### config.mk
export PLATFORM = sky130hd
export DESIGN_NAME = uart_send_flat
export DESIGN_NICKNAME = d
export VERILOG_FILES = /design/src/rtl/uart_pkg.sv /design/src/rtl/uart_send_if.sv /design/src/rtl/uart_baud_sel.sv /design/src/rtl/uart_send.sv /design/src/flat_wrapper.sv
export SDC_FILE = /design/constraint.sdc
export NUM_CORES = 1
export LEC_CHECK = 0
export ABC_AREA = 1
export ABC_CLOCK_PERIOD_IN_PS = 2700
export CAP_MARGIN = 20
export CORE_UTILIZATION = 45
export DETAILED_ROUTE_END_ITERATION = 7
export REMOVE_ABC_BUFFERS = 1
export SETUP_SLACK_MARGIN = 0.5
export SLEW_MARGIN = 20
export SYNTH_ARGS = -nofsm -noshare
export SYNTH_HDL_FRONTEND = slang
export SYNTH_SLANG_ARGS = --single-unit
### constraint.sdc
create_clock -name sysclk -period 2.7 [get_ports sysclk]
set_input_delay 0.405 -clock sysclk [delete_from_list [all_inputs] [get_ports sysclk]]
set_output_delay 0.405 -clock sysclk [all_outputs]
set_load 0.03 [all_outputs]
### src/rtl/uart_pkg.sv
// Shared UART constants: frame shape, FSM state encoding and the baud divisor table.
package uart_pkg;

    localparam int unsigned DEF_CLK_FREQ = 50_000_000;
    localparam int unsigned DATA_BITS    = 8;
    localparam int unsigned STOP_BITS    = 1;
    localparam int unsigned DIV_W        = 16;
    localparam int unsigned BAUD_SEL_W   = 3;
    localparam int unsigned BIT_IDX_W    = 3;

    typedef enum logic [1:0] {
        ST_IDLE  = 2'd0,
        ST_START = 2'd1,
        ST_DATA  = 2'd2,
        ST_STOP  = 2'd3
    } uart_state_t;

    // Line rate in bit/s for each Baud_set code.
    function automatic int unsigned baud_rate(input logic [BAUD_SEL_W-1:0] sel);
        int unsigned rate;
        case (sel)
            3'd0:    rate = 115_200;
            3'd1:    rate = 57_600;
            3'd2:    rate = 38_400;
            3'd3:    rate = 19_200;
            3'd4:    rate = 9_600;
            3'd5:    rate = 4_800;
            3'd6:    rate = 2_400;
            default: rate = 1_200;
        endcase
        return rate;
    endfunction

    // Clocks per bit, rounded to nearest; only evaluated as an elaboration constant.
    function automatic logic [DIV_W-1:0] baud_div(input int unsigned clk_freq,
                                                  input logic [BAUD_SEL_W-1:0] sel);
        int unsigned rate;
        rate = baud_rate(sel);
        return DIV_W'((clk_freq + (rate / 2)) / rate);
    endfunction

endpackage

### src/rtl/uart_send_if.sv
// Byte-request / serial-line bundle between a byte producer and the transmitter.
interface uart_send_if;
    import uart_pkg::*;

    logic [DATA_BITS-1:0]  Data;
    logic [BAUD_SEL_W-1:0] Baud_set;
    logic                  send_en;
    logic                  uart_tx;
    logic                  tx_busy;
    logic                  tx_done;

    modport master (
        output Data, Baud_set, send_en,
        input  uart_tx, tx_busy, tx_done
    );

    modport slave (
        input  Data, Baud_set, send_en,
        output uart_tx, tx_busy, tx_done
    );

endinterface

### src/rtl/uart_baud_sel.sv
// Combinational Baud_set -> clocks-per-bit lookup, shared with the receiver.
module uart_baud_sel
    import uart_pkg::*;
#(
    parameter int unsigned CLK_FREQ = DEF_CLK_FREQ
) (
    input  logic [BAUD_SEL_W-1:0] Baud_set,
    output logic [DIV_W-1:0]      div_c
);

    localparam logic [DIV_W-1:0] DIV_0 = baud_div(CLK_FREQ, 3'd0);
    localparam logic [DIV_W-1:0] DIV_1 = baud_div(CLK_FREQ, 3'd1);
    localparam logic [DIV_W-1:0] DIV_2 = baud_div(CLK_FREQ, 3'd2);
    localparam logic [DIV_W-1:0] DIV_3 = baud_div(CLK_FREQ, 3'd3);
    localparam logic [DIV_W-1:0] DIV_4 = baud_div(CLK_FREQ, 3'd4);
    localparam logic [DIV_W-1:0] DIV_5 = baud_div(CLK_FREQ, 3'd5);
    localparam logic [DIV_W-1:0] DIV_6 = baud_div(CLK_FREQ, 3'd6);
    localparam logic [DIV_W-1:0] DIV_7 = baud_div(CLK_FREQ, 3'd7);

    // Constant table mux; no runtime division.
    always_comb begin
        div_c = DIV_0;
        case (Baud_set)
            3'd0:    div_c = DIV_0;
            3'd1:    div_c = DIV_1;
            3'd2:    div_c = DIV_2;
            3'd3:    div_c = DIV_3;
            3'd4:    div_c = DIV_4;
            3'd5:    div_c = DIV_5;
            3'd6:    div_c = DIV_6;
            default: div_c = DIV_7;
        endcase
    end

endmodule

### src/rtl/uart_send.sv
// 8N1 UART transmitter: one byte per accepted request, LSB first, registered line.
module uart_send
    import uart_pkg::*;
#(
    parameter int unsigned CLK_FREQ = DEF_CLK_FREQ
) (
    input  logic        sysclk,
    input  logic        rst,
    uart_send_if.slave  tx_if
);

    logic [DIV_W-1:0]     div_sel_c;
    uart_state_t          state;
    logic [DIV_W-1:0]     baud_cnt;
    logic [DIV_W-1:0]     div_q;
    logic [BIT_IDX_W-1:0] bit_idx;
    logic [DATA_BITS-1:0] data_q;
    logic                 uart_tx;
    logic                 tx_busy;
    logic                 tx_done;
    logic                 bit_end_c;
    logic                 accept_c;

    uart_baud_sel #(
        .CLK_FREQ (CLK_FREQ)
    ) u_baud_sel (
        .Baud_set (tx_if.Baud_set),
        .div_c    (div_sel_c)
    );

    // Last clock of the current bit period.
    assign bit_end_c = (baud_cnt == (div_q - DIV_W'(1)));

    // A request is taken in IDLE, or on the stop bit's last clock so frames can abut.
    assign accept_c = tx_if.send_en &&
                      ((state == ST_IDLE) || ((state == ST_STOP) && bit_end_c));

    // Frame sequencer: state, bit timing, shift data and registered line outputs.
    always_ff @(posedge sysclk or negedge rst) begin
        if (!rst) begin
            state    <= ST_IDLE;
            baud_cnt <= '0;
            div_q    <= '0;
            bit_idx  <= '0;
            data_q   <= '0;
            uart_tx  <= 1'b1;
            tx_busy  <= 1'b0;
            tx_done  <= 1'b0;
        end else begin
            tx_done <= (state == ST_STOP) && bit_end_c;
            if (accept_c) begin
                state    <= ST_START;
                data_q   <= tx_if.Data;
                div_q    <= div_sel_c;
                baud_cnt <= '0;
                bit_idx  <= '0;
                uart_tx  <= 1'b0;
                tx_busy  <= 1'b1;
            end else begin
                case (state)
                    ST_IDLE: begin
                        uart_tx <= 1'b1;
                        tx_busy <= 1'b0;
                    end
                    ST_START: begin
                        if (bit_end_c) begin
                            baud_cnt <= '0;
                            bit_idx  <= '0;
                            uart_tx  <= data_q[0];
                            state    <= ST_DATA;
                        end else begin
                            baud_cnt <= baud_cnt + DIV_W'(1);
                        end
                    end
                    ST_DATA: begin
                        if (bit_end_c) begin
                            baud_cnt <= '0;
                            if (bit_idx == BIT_IDX_W'(DATA_BITS - 1)) begin
                                uart_tx <= 1'b1;
                                state   <= ST_STOP;
                            end else begin
                                bit_idx <= bit_idx + BIT_IDX_W'(1);
                                uart_tx <= data_q[bit_idx + BIT_IDX_W'(1)];
                            end
                        end else begin
                            baud_cnt <= baud_cnt + DIV_W'(1);
                        end
                    end
                    ST_STOP: begin
                        if (bit_end_c) begin
                            baud_cnt <= '0;
                            uart_tx  <= 1'b1;
                            tx_busy  <= 1'b0;
                            state    <= ST_IDLE;
                        end else begin
                            baud_cnt <= baud_cnt + DIV_W'(1);
                        end
                    end
                    default: begin
                        state   <= ST_IDLE;
                        uart_tx <= 1'b1;
                        tx_busy <= 1'b0;
                    end
                endcase
            end
        end
    end

    assign tx_if.uart_tx = uart_tx;
    assign tx_if.tx_busy = tx_busy;
    assign tx_if.tx_done = tx_done;

endmodule

### src/flat_wrapper.sv
// flat-port wrapper written by rule: the top's interface ports become plain ports
module uart_send_flat import uart_pkg::*;
#(
    parameter int unsigned CLK_FREQ = DEF_CLK_FREQ
)
  (sysclk, rst, tx_if_Data, tx_if_Baud_set, tx_if_send_en, tx_if_uart_tx, tx_if_tx_busy, tx_if_tx_done);
  uart_send_if tx_if_i ();
  input  logic sysclk;
  input  logic rst;
  input wire logic [$bits(tx_if_i.Data)-1:0] tx_if_Data;
  input wire logic [$bits(tx_if_i.Baud_set)-1:0] tx_if_Baud_set;
  input wire logic [$bits(tx_if_i.send_en)-1:0] tx_if_send_en;
  output wire logic [$bits(tx_if_i.uart_tx)-1:0] tx_if_uart_tx;
  output wire logic [$bits(tx_if_i.tx_busy)-1:0] tx_if_tx_busy;
  output wire logic [$bits(tx_if_i.tx_done)-1:0] tx_if_tx_done;
  assign tx_if_i.Data = tx_if_Data;
  assign tx_if_i.Baud_set = tx_if_Baud_set;
  assign tx_if_i.send_en = tx_if_send_en;
  assign tx_if_uart_tx = tx_if_i.uart_tx;
  assign tx_if_tx_busy = tx_if_i.tx_busy;
  assign tx_if_tx_done = tx_if_i.tx_done;
  uart_send #(.CLK_FREQ(CLK_FREQ)) u_core (.sysclk(sysclk), .rst(rst), .tx_if(tx_if_i));
endmodule
==> results of run 1 <==
==> routing by layer <==
metal  global-route usage (%)  up-vias
li1                         -     1687
met2                     46.6       97
met3                     2.71       19
met5                        0        -
met4                     7.92        0
met1                     33.4     1567
==> Yosys cell counts (2+ instances only) <==
master / n / share of area [%]
a21oi_1: 22 / 3.3
buf_2: 3 / 0.44
buf_6: 3 / 1.0
clkbuf_1: 3 / 0.33
dfrtp_1: 47 / 35
ha_1: 9 / 3.3
inv_1: 58 / 6.4
inv_2: 3 / 0.33
nand2_1: 151 / 17
nand2_2: 5 / 0.92
nand2_4: 2 / 0.67
nand3_1: 37 / 5.5
nand3b_1: 3 / 0.67
nand4_1: 11 / 2.0
nor2_1: 52 / 5.8
nor2_2: 7 / 1.3
nor2_4: 2 / 0.67
nor3_1: 8 / 1.2
o21ai_0: 16 / 2.4
o21ai_1: 2 / 0.30
o22ai_1: 2 / 0.37
o31ai_1: 4 / 0.89
o32ai_1: 8 / 2.1
xnor2_1: 4 / 1.0
xor2_1: 13 / 3.4
==> placed cells by master, fill, tap and decap left out, types with 2 or more instances in the layout <==
master,n
inv_2,4
xnor2_1,4
nand3_2,2
clkbuf_1,2
nor2_4,11
nor3_2,4
nor2_2,8
a21oi_2,5
o31ai_1,2
o32ai_2,2
o22ai_1,2
o21ai_4,2
nand2_4,9
nand2_8,2
a21oi_1,16
clkdlybuf4s50_1,15
nand2_1,143
inv_1,56
o32ai_1,6
buf_6,3
dfrtp_1,43
xor2_1,13
buf_4,30
o31ai_4,2
nand3_1,36
nor2_1,42
o21ai_1,3
ha_1,8
o21ai_0,14
clkbuf_8,5
nand3b_1,3
dfrtp_2,4
nor3_1,4
nand2_2,6
nand4_1,11
==> worst max-delay path: stages (launching register included) <==
cell and delay (ns):
dfrtp_1 0.40, buf_4 0.15, nor2_4 0.11, nand2_4 0.08, nor2_4 0.17, buf_4 0.15, nand2_2 0.04, nand3_2 0.08
nand2_1 0.06, inv_1 0.05, nand2_1 0.06, nor2_2 0.10, nand3_2 0.11, nand2_4 0.14, nand2_4 0.15, nand2_4 0.12
nand3_1 0.10, nand2_1 0.07, nand2_1 0.05
==> state kept, by name, summed over array words and instances (netlist names) <==
| register | count |
|---|---|
| u_core.baud_cnt | 16 |
| u_core.bit_idx | 3 |
| u_core.data_q | 8 |
| u_core.div_q | 16 |
| u_core.state | 2 |
| u_core.tx_if.tx_busy | 1 |
| u_core.tx_if.tx_done | 1 |
| u_core.tx_if.uart_tx | 1 |
==> cells by family (layout without fill, tap and decap cells) <==
kind of cell | Yosys count | count (layout) | synth area share [%]
AOI/OAI and AO/OA | 60 | 60 | 11.3
xor gates and xnor gates | 17 | 17 | 4.40
adders and majority gates | 9 | 9 | 3.33
buffers and inverters | 71 | 122 | 8.66
DFF | 48 | 48 | 35.6
and+or+nand+nor | 284 | 286 | 36.8
==> per-stage QoR <==
step	total power, mW	hold slack, ns
final	4.22	0.0287
after global placement	3.10	0.356
after CTS	3.90	0.0386
after detailed placement	3.12	0.356
after floorplan	2.59	0.109
after global routing	4.60	0.0437
==> repair_timing <==
| item | 4_1_cts | 5_1_grt |
|---|---|---|
| gates resized for setup | 34 | 41 |
| pin swaps | 8 | 17 |
| endpoints found under the setup margin | 33 | 47 |
| cloned | 3 | 0 |
| setup buffers | 19 | 9 |
==> power by group through the flow <==
stage                     Clock (mW)  Combinational [mW]  Sequential [mW]
after floorplan                    0                1.40             1.19
after global placement             0                1.86             1.24
after detailed placement           0                1.88             1.24
after CTS                      0.436                2.24             1.23
after global routing           0.463                2.86             1.28
final                          0.424                2.55             1.25
==> path summary, 6_finish.rpt <==
check                                 startpoint                   end  depth (start not counted)  slack, ns
min in group sysclk             u_core.data_q[1]      u_core.data_q[1]                          2       0.49
max in group asynchronous                    rst  u_core.tx_if.uart_tx                          2       1.88
worst min register to register  u_core.data_q[1]      u_core.data_q[1]                          2       0.49
worst max register to register   u_core.div_q[1]       u_core.state[0]                         18       0.41
worst min-delay path                         rst   u_core.baud_cnt[10]                          1       0.03
worst max-delay path             u_core.div_q[1]       u_core.state[0]                         18       0.41
==> cell type report <==
type                    instances  area [um^2]
clock buffers                   7         76.3
clock inverters                 1         5.00
fillers                       690         2950
inverters                      62          238
multi-input cells             372         2180
flip-flops and latches         48         1210
well taps                      99          124
repair buffers                 52          477
==> impl_results.md, run 1 <==
* Congestion Overflow GR at 0
* Post-Syn Area at 3380 um^2
* Worst Hold Class: in2async
* CTS tree: yes
* Dominant synthesized flop cell: dfrtp_1
* Chip height at 88.7 um
* Cells after synthesis at 489
* Number of global-route vias before repair at 3268
* Top achievable clock speed at 438 MHz
* Die footprint at 7870 um^2
* Post-synth EDFFs at 0
* Initial antenna violation count at 0
* CP Launch Type: register
* Clk slew on worst S/H paths at 0.10 ns
* Pwr dens at 980 nW/um^2
* Met2 Wirelength at 4680 um
* Final min period at 2.29 ns
* Status: completed
* Post-layout util at 59.4%
* Layout area overhead at 27.3%
* Vias per inst at 5.26
* Final std cells w/o fill at 641
* DRT antenna net count at 0
* Setup TNS at 0 ns
* Post-DP Area at 3650 um^2
* Number of warnings issued by yosys at 0
* P_int at 2.18 mW
* Io pins at 17
* Max layer used: met4
* GPL Wtd Cong at 0.846
* Critical Path AT at 2.47 ns
* Fin. max-slew vios at 0
* Input/output buffers at 16
* Actual slew at the worst max-slew pin at 0.784 ns
* Clock sinks at 48
* GRT Total Usage at 26.2%
* First-pass GRT wire length at 15700 um
* Final instance area at 4310 um^2
* Core area at 7250 um^2
* Max Root-Sink Buffers at 2
* Post-route setup slack at 0.415 ns
* Largest net degree at the start of global routing at 33
* Residual DRC at 0
* Part of the power in registers at 29.6%
* Cell variety after synth at 39
* Req. time, crit path at 2.89 ns
* Initial drt markers at 214
* Setup Skew at 0.0133 ns
* Critical Path Fanout Max at 7
* DRT Pass-1 Iters at 4
* DR WL/cell at 14.5 um
* Final period util at 84.6%
* Switching share of power at 48.3%
* Root Buffer: clkbuf_8
* Pre-CTS WS at 0.205 ns
* Slew headroom at 47.6%
* Metal-1 WL at 4120 um
* FP Rows at 31
* Met3 routed WL at 353 um
* Final wirelength at 9320 um
* Die Wd at 88.7 um
* Worst skew pair latency at 0.30 ns
* LEAKAGE at 2.08 nW
* Vias at 3370
* Htree depth at 2
* CP Class: reg2reg
* Diode count at 0
* Detailed Place HPWL at 6490 um
* Final-report hold violation count at 0
* Post-CTS Hold Fix Bufs at 0
* Crit. End Element: register
* Post-synth ARST share at 100%
* Max Cap Viol at 0
* RSZ-0062 raised after global routing: yes
* Layout cells sized above 1 at 20.7%
* Initial Util at 46.6%
* Comb pwr share at 60.4%
* Nets@finish at 564
* Final Setup Violations at 0
* Synth Register Bits at 48
* Seq/Total Area, Yosys at 35.6%
* Worst VDD drop at 0.541 mV
* Total CTS buffers at 5
* Synthesized area per cell at 6.92 um^2
* DP Cell Count at 602
* NetSw at 2.04 mW
* Clock network fraction of design power at 10.1%
Note: power is estimated with default switching activity, not from simulation.
==> inputs of run 2 (changes only) <==
--- a/config.mk
+++ b/config.mk
@@ -6,7 +6,7 @@
 export NUM_CORES = 1
 export LEC_CHECK = 0
 export ABC_AREA = 1
-export ABC_CLOCK_PERIOD_IN_PS = 2700
+export ABC_CLOCK_PERIOD_IN_PS = 2350
 export CAP_MARGIN = 20
 export CORE_UTILIZATION = 45
 export DETAILED_ROUTE_END_ITERATION = 7
==> constraint.sdc (replaced) <==
create_clock -name sysclk -period 2.35 [get_ports sysclk]
set_input_delay 0.3525 -clock sysclk [delete_from_list [all_inputs] [get_ports sysclk]]
set_output_delay 0.3525 -clock sysclk [all_outputs]
set_load 0.03 [all_outputs]
==> run 2 against run 1 <==
  * Clock power grew 22%
  * Combinational power grew 15%
  * Clock skew grew 0.00079 ns
  * Largest cell class unchanged
  * Via count shrank 0.33%
  * Routed wire length shrank 1.3%
  * Design area grew 1.7%
  * Flip-flop and latch count is the same
  * Total power grew 16%
  * Global-route usage is essentially flat
  * Register-to-register slack lost 0.36 ns
==> impl_results.md, run 2 (synthesis results as in run 1) <==
* Area of the multi-input gates at 2200 um^2
* DRT antenna net count at 0
* Clk slew on worst S/H paths at 0.10 ns
* Pre-CTS WS at 0.00869 ns
* FP Rows at 31
* Max Root-Sink Buffers at 2
* Root Buffer: clkbuf_8
* Worst skew pair latency at 0.31 ns
* R2R depth at 19
* Residual DRC at 0
* Worst VDD drop at 0.645 mV
* Max Cap Viol at 0
* CP Class: reg2reg
* Setup Skew at 0.0141 ns
* Status: completed
* LEAKAGE at 2.11 nW
* Initial drt markers at 151
* Total CTS buffers at 5
* RSZ-0062 raised after global routing: yes
* Most common cell on crit path: nand2_1
* Worst Hold Class: in2async
* CP Launch Type: register
* Register Area at 1210 um^2
* Nets@finish at 567
* GRT Total Usage at 26.2%
* Biggest regs: u_core.baud_cnt (16), u_core.div_q (16), u_core.data_q (8)
* GPL Wtd Cong at 0.857
* Crit Reg-Reg Startpoint: u_core.div_q[1]
* Setup TNS at 0 ns
* Worst Setup EP: u_core.div_q[3]
* Final-report hold violation count at 0
* DRT Pass-1 Iters at 5
* Worst path cell trace: inv_2, ha_4, inv_2, nand2_1, nand2_1, nor2_2, nand2_1, nor2_2, nand2_1, nor2_1, nand2_1, nor2_2, nand3_2, nand2_4, nand2_8, buf_12, nor2_4, o21ai_1, nand2_1
* Critical path's top delay family: simple AND/OR/NAND/NOR gates
* Critical path's largest stage delay at 0.38 ns
* Reg-to-reg slack, setup at 0.05 ns
* Initial Util at 46.6%
* Final min period at 2.30 ns
* Critical-path cell with the highest stage delay: dfrtp_1
* Post-layout util at 60.4%
* Vias at 3359
* Io pins at 17
* Number of global-route vias before repair at 3244
* Final period util at 97.8%
* Input/output buffers at 16
* Critical Path Source: u_core.div_q[1]
* DR WL/cell at 14.3 um
* Commonest non-fill, non-tap cell in the layout: nand2_1
* Post-route setup slack at 0.0524 ns
* Fin. max-slew vios at 0
* Slew headroom at 49.8%
* Final Setup Violations at 0
* Initial antenna violation count at 0
* Actual slew at the worst max-slew pin at 0.750 ns
* CP bufs+invs at 3
* Detailed Place HPWL at 6750 um
* Vias per inst at 5.22
* Layout area overhead at 29.5%
* Die footprint at 7870 um^2
* CP Depth at 19
* Pwr dens at 1120 nW/um^2
* Largest net degree at the start of global routing at 28
* First-pass GRT wire length at 15500 um
* Critical Path AT at 2.54 ns
* Die Wd at 88.7 um
* Htree depth at 2
* # fillers at 675
* CTS tree: yes
* Final wirelength at 9200 um
* Req. time, crit path at 2.59 ns
* Clock sinks at 48
* Critical Path Fanout Max at 8
* Post-CTS Hold Fix Bufs at 0
* Chip height at 88.7 um
* Top achievable clock speed at 435 MHz
* Most frequent cells in the layout: 136 x nand2_1, 56 x inv_1, 44 x nor2_1, 44 x dfrtp_1, 35 x nand3_1
* Diode count at 0
* Congestion Overflow GR at 0
* Worst r2r dst: u_core.div_q[3]
* Worst hold slack at 0.0459 ns
* Crit. End Element: register
* Layout cells sized above 1 at 22.8%
* Core area at 7250 um^2
[run 2: changes by cell type in the layout (fill, tap and decap cells not counted), sizes merged]
cell and delta:
buf +1, clkdlybuf4s50 -1, clkinv +1, dlygate4sd2 +1, inv +1
[run 2: per-layer routing]
metal | global-route usage [%] | vias to the layer above | routed length (um)
met5 | 0 | - | 0
met1 | 32.9 | 1547 | 4120
met2 | 44.7 | 95 | 4400
met3 | 3.54 | 24 | 331
li1 | - | 1693 | -
met4 | 12.0 | 0 | 346
[run 2: power by group]
| part | internal [mW] | switching (mW) | total [mW] |
|---|---|---|---|
| Clock | 0.235 | 0.281 | 0.517 |
| Combinational | 1.21 | 1.72 | 2.93 |
| Sequential | 1.11 | 0.340 | 1.45 |
[run 2: layout make-up]
class / count / share of cell area [%]
clock buffer: 6 / 1.89
clock inverter: 2 / 0.229
inverter: 62 / 5.43
multi-input combinational: 372 / 50.2
sequential: 48 / 27.5
tap: 99 / 2.83
timing repair buffer: 54 / 11.8
timing repair inverter: 1 / 0.143
[run 2: repair_timing]
item / in CTS / in global routing
hold endpoints to repair: 0 / 0
resized for setup: 48 / 42
buffers inserted: 10 / 5
setup endpoints to repair: 48 / 48
gates cloned: 4 / 1
pin swaps: 8 / 9
[run 2: per-stage QoR]
step	power, mW	std cells	instance area (um^2)
finish	4.90	644	4380
global route	5.31	644	4380
CTS	4.60	638	4150
detailed placement	3.68	616	3760
global placement	3.67	616	3760
floorplan	2.97	480	3320
[run 2: how the worst min path moves through the flow]
stage	start	end	slack, ns	cells past startpoint
3_3_place_gp	rst	u_core.baud_cnt[11]	0.40	1
2_1_floorplan	rst	u_core.baud_cnt[0]	0.06	0
5_1_grt	rst	u_core.baud_cnt[9]	0.09	1
3_5_place_dp	rst	u_core.baud_cnt[9]	0.40	1
6_report	rst	u_core.baud_cnt[9]	0.05	1
4_1_cts	rst	u_core.baud_cnt[10]	0.07	1
==> inputs of run 3 (changes only) <==
--- a/config.mk
+++ b/config.mk
@@ -6,13 +6,14 @@
 export NUM_CORES = 1
 export LEC_CHECK = 0
 export ABC_AREA = 1
-export ABC_CLOCK_PERIOD_IN_PS = 2350
+export ABC_CLOCK_PERIOD_IN_PS = 2100
 export CAP_MARGIN = 20
 export CORE_UTILIZATION = 45
 export DETAILED_ROUTE_END_ITERATION = 7
+export GPL_TIMING_DRIVEN = 0
 export REMOVE_ABC_BUFFERS = 1
 export SETUP_SLACK_MARGIN = 0.5
-export SLEW_MARGIN = 20
+export SLEW_MARGIN = 25
 export SYNTH_ARGS = -nofsm -noshare
 export SYNTH_HDL_FRONTEND = slang
 export SYNTH_SLANG_ARGS = --single-unit
==> constraint.sdc (replaced) <==
create_clock -name sysclk -period 2.1 [get_ports sysclk]
set_input_delay 0.315 -clock sysclk [delete_from_list [all_inputs] [get_ports sysclk]]
set_output_delay 0.315 -clock sysclk [all_outputs]
set_load 0.03 [all_outputs]
==> run 3 against run 2 <==
  * The flow now finishes with violations (setup timing)
  * Sequential power rose by 10%
  * Final cell count is 0.16% lower
  * Setup slack worse by 0.31 ns
  * Core utilization barely moved
  * Clock skew down 0.0073 ns
  * Highest routed layer unchanged
  * Critical path depth increased by 1
  * Worst hold slack got worse by 0.031 ns
  * Largest power group unchanged
  * Routed wire length up 0.73%
  * Count of clock-buffer cells in the layout stayed put
  * Combinational power up 13%
==> impl_results.md, run 3 (synthesis results as in run 1) <==
* Status: finished, violations left
* Failing checks: setup timing
* Clk slew on worst S/H paths at 0.09 ns
* Max Root-Sink Buffers at 2
* Worst hold slack at 0.0150 ns
* Pre-CTS WS at -0.851 ns
* First-pass GRT wire length at 15400 um
* Worst Hold Class: in2async
* Crit. End Element: register
* Final period util at 112%
* Layout area overhead at 29.4%
* Nets@finish at 566
* Final-report hold violation count at 0
* GPL Wtd Cong at 0.852
* Largest net degree at the start of global routing at 49
* RSZ-0062 raised after global routing: yes
* Pwr dens at 1280 nW/um^2
* Worst skew pair latency at 0.30 ns
* Initial antenna violation count at 0
* DRT antenna net count at 0
* Biggest regs: u_core.baud_cnt (16), u_core.div_q (16), u_core.data_q (8)
* Congestion Overflow GR at 0
* Initial Util at 46.6%
* Fin. max-slew vios at 0
* Final wirelength at 9270 um
* Initial drt markers at 153
* Most frequent cells in the layout: 134 x nand2_1, 56 x inv_1, 44 x dfrtp_1, 41 x nor2_1, 35 x nand3_1
* Clock sinks at 48
* Total CTS buffers at 5
* Root Buffer: clkbuf_8
* Critical Path Fanout Max at 6
* FP Rows at 31
* Core area at 7250 um^2
* Io pins at 17
* Req. time, crit path at 2.30 ns
* Die Wd at 88.7 um
* Top achievable clock speed at 425 MHz
* Critical Path AT at 2.56 ns
* CTS tree: yes
* Final Setup Violations at 48
* Chip height at 88.7 um
* Number of global-route vias before repair at 3182
* # fillers at 666
* GRT Total Usage at 25.7%
* Commonest non-fill, non-tap cell in the layout: nand2_1
* CP Launch Type: register
* Detailed Place HPWL at 6110 um
* Vias per inst at 5.19
* Actual slew at the worst max-slew pin at 0.675 ns
* Slew headroom at 55.0%
* Residual DRC at 0
* Worst VDD drop at 0.700 mV
* DRT Pass-1 Iters at 5
* Post-route setup slack at -0.256 ns
* Post-CTS Hold Fix Bufs at 0
* Max Cap Viol at 0
* Diode count at 0
* CP Class: reg2reg
* Final min period at 2.36 ns
* Layout cells sized above 1 at 23.7%
* Vias at 3334
* Setup Skew at 0.00679 ns
* Htree depth at 2
* Input/output buffers at 16
* DR WL/cell at 14.4 um
* LEAKAGE at 2.11 nW
* Die footprint at 7870 um^2
[run 3: final timing paths]
| kind | start | endpoint | slack (ns) | depth (start not counted) |
|---|---|---|---|---|
| max in group asynchronous | rst | u_core.div_q[3] | 1.61 | 1 |
| setup reg to reg | u_core.div_q[1] | u_core.state[1] | -0.26 | 20 |
| hold / removal | rst | u_core.baud_cnt[9] | 0.01 | 1 |
| min in group sysclk | u_core.data_q[6] | u_core.data_q[6] | 0.48 | 2 |
| hold reg to reg | u_core.data_q[6] | u_core.data_q[6] | 0.48 | 2 |
| setup / recovery | u_core.div_q[1] | u_core.state[1] | -0.26 | 20 |
[run 3: worst max-delay path: stages (launching register included)]
cell	delay (ns)
dfrtp_1	0.40
buf_4	0.15
nor2_4	0.14
nand2_4	0.09
nor2_4	0.16
buf_6	0.12
buf_6	0.11
buf_4	0.10
nand3_1	0.06
nand2_1	0.08
nand2_1	0.04
inv_1	0.06
nand2_2	0.06
nor2_4	0.12
nand2_4	0.10
o21ai_4	0.11
nand2_2	0.09
inv_2	0.08
nand3_2	0.08
nand2_1	0.06
nand2_1	0.04
[run 3: cell type report]
cell class | instances | area [um^2] | share of cell area, %
repair inverters | 1 | 8.76 | 0.200
clock inverters | 2 | 35.0 | 0.800
clock buffers | 6 | 72.6 | 1.66
repair buffers | 50 | 447 | 10.2
flip-flops and latches | 48 | 1210 | 27.6
well taps | 99 | 124 | 2.83
inverters | 62 | 239 | 5.46
multi-input cells | 375 | 2240 | 51.3
[run 3: metal layers]
metal | GRT usage (%) | part of all wire [%] | vias to the layer above | routed length [um]
met5 | 0 | 0 | - | 0
met4 | 8.21 | 2.1 | 0 | 190
met3 | 3.17 | 3.6 | 16 | 332
met2 | 44.5 | 49 | 65 | 4540
met1 | 33.3 | 45 | 1554 | 4210
li1 | - | - | 1699 | -
[run 3: metrics by stage]
step                      instance area [um^2]  power [mW]  cells  utilization [%]  setup TNS (ns)
after floorplan                           3320        3.33    480                -           -1.90
after global placement                    3610        3.89    595             49.7          -61.12
after detailed placement                  3600        3.93    595             49.7          -24.78
after CTS                                 4100        5.19    629             56.5           -6.21
after global routing                      4380        6.08    643             60.3          -14.45
final                                     4380        5.59    643             60.3           -8.85
[run 3: where the power goes]
group          leakage [nW]  internal [mW]  total, mW  switching [mW]
registers             0.608           1.24       1.60           0.359
logic                  1.44           1.32       3.31            1.99
clock network        0.0552          0.354      0.676           0.322
total                  2.11           2.92       5.59            2.67
[run 3: what timing repair did]
item	in CTS	in global routing
gates cloned	5	1
setup endpoints to repair	51	48
pin swaps	8	19
gates resized for setup	50	50
setup buffers	21	13
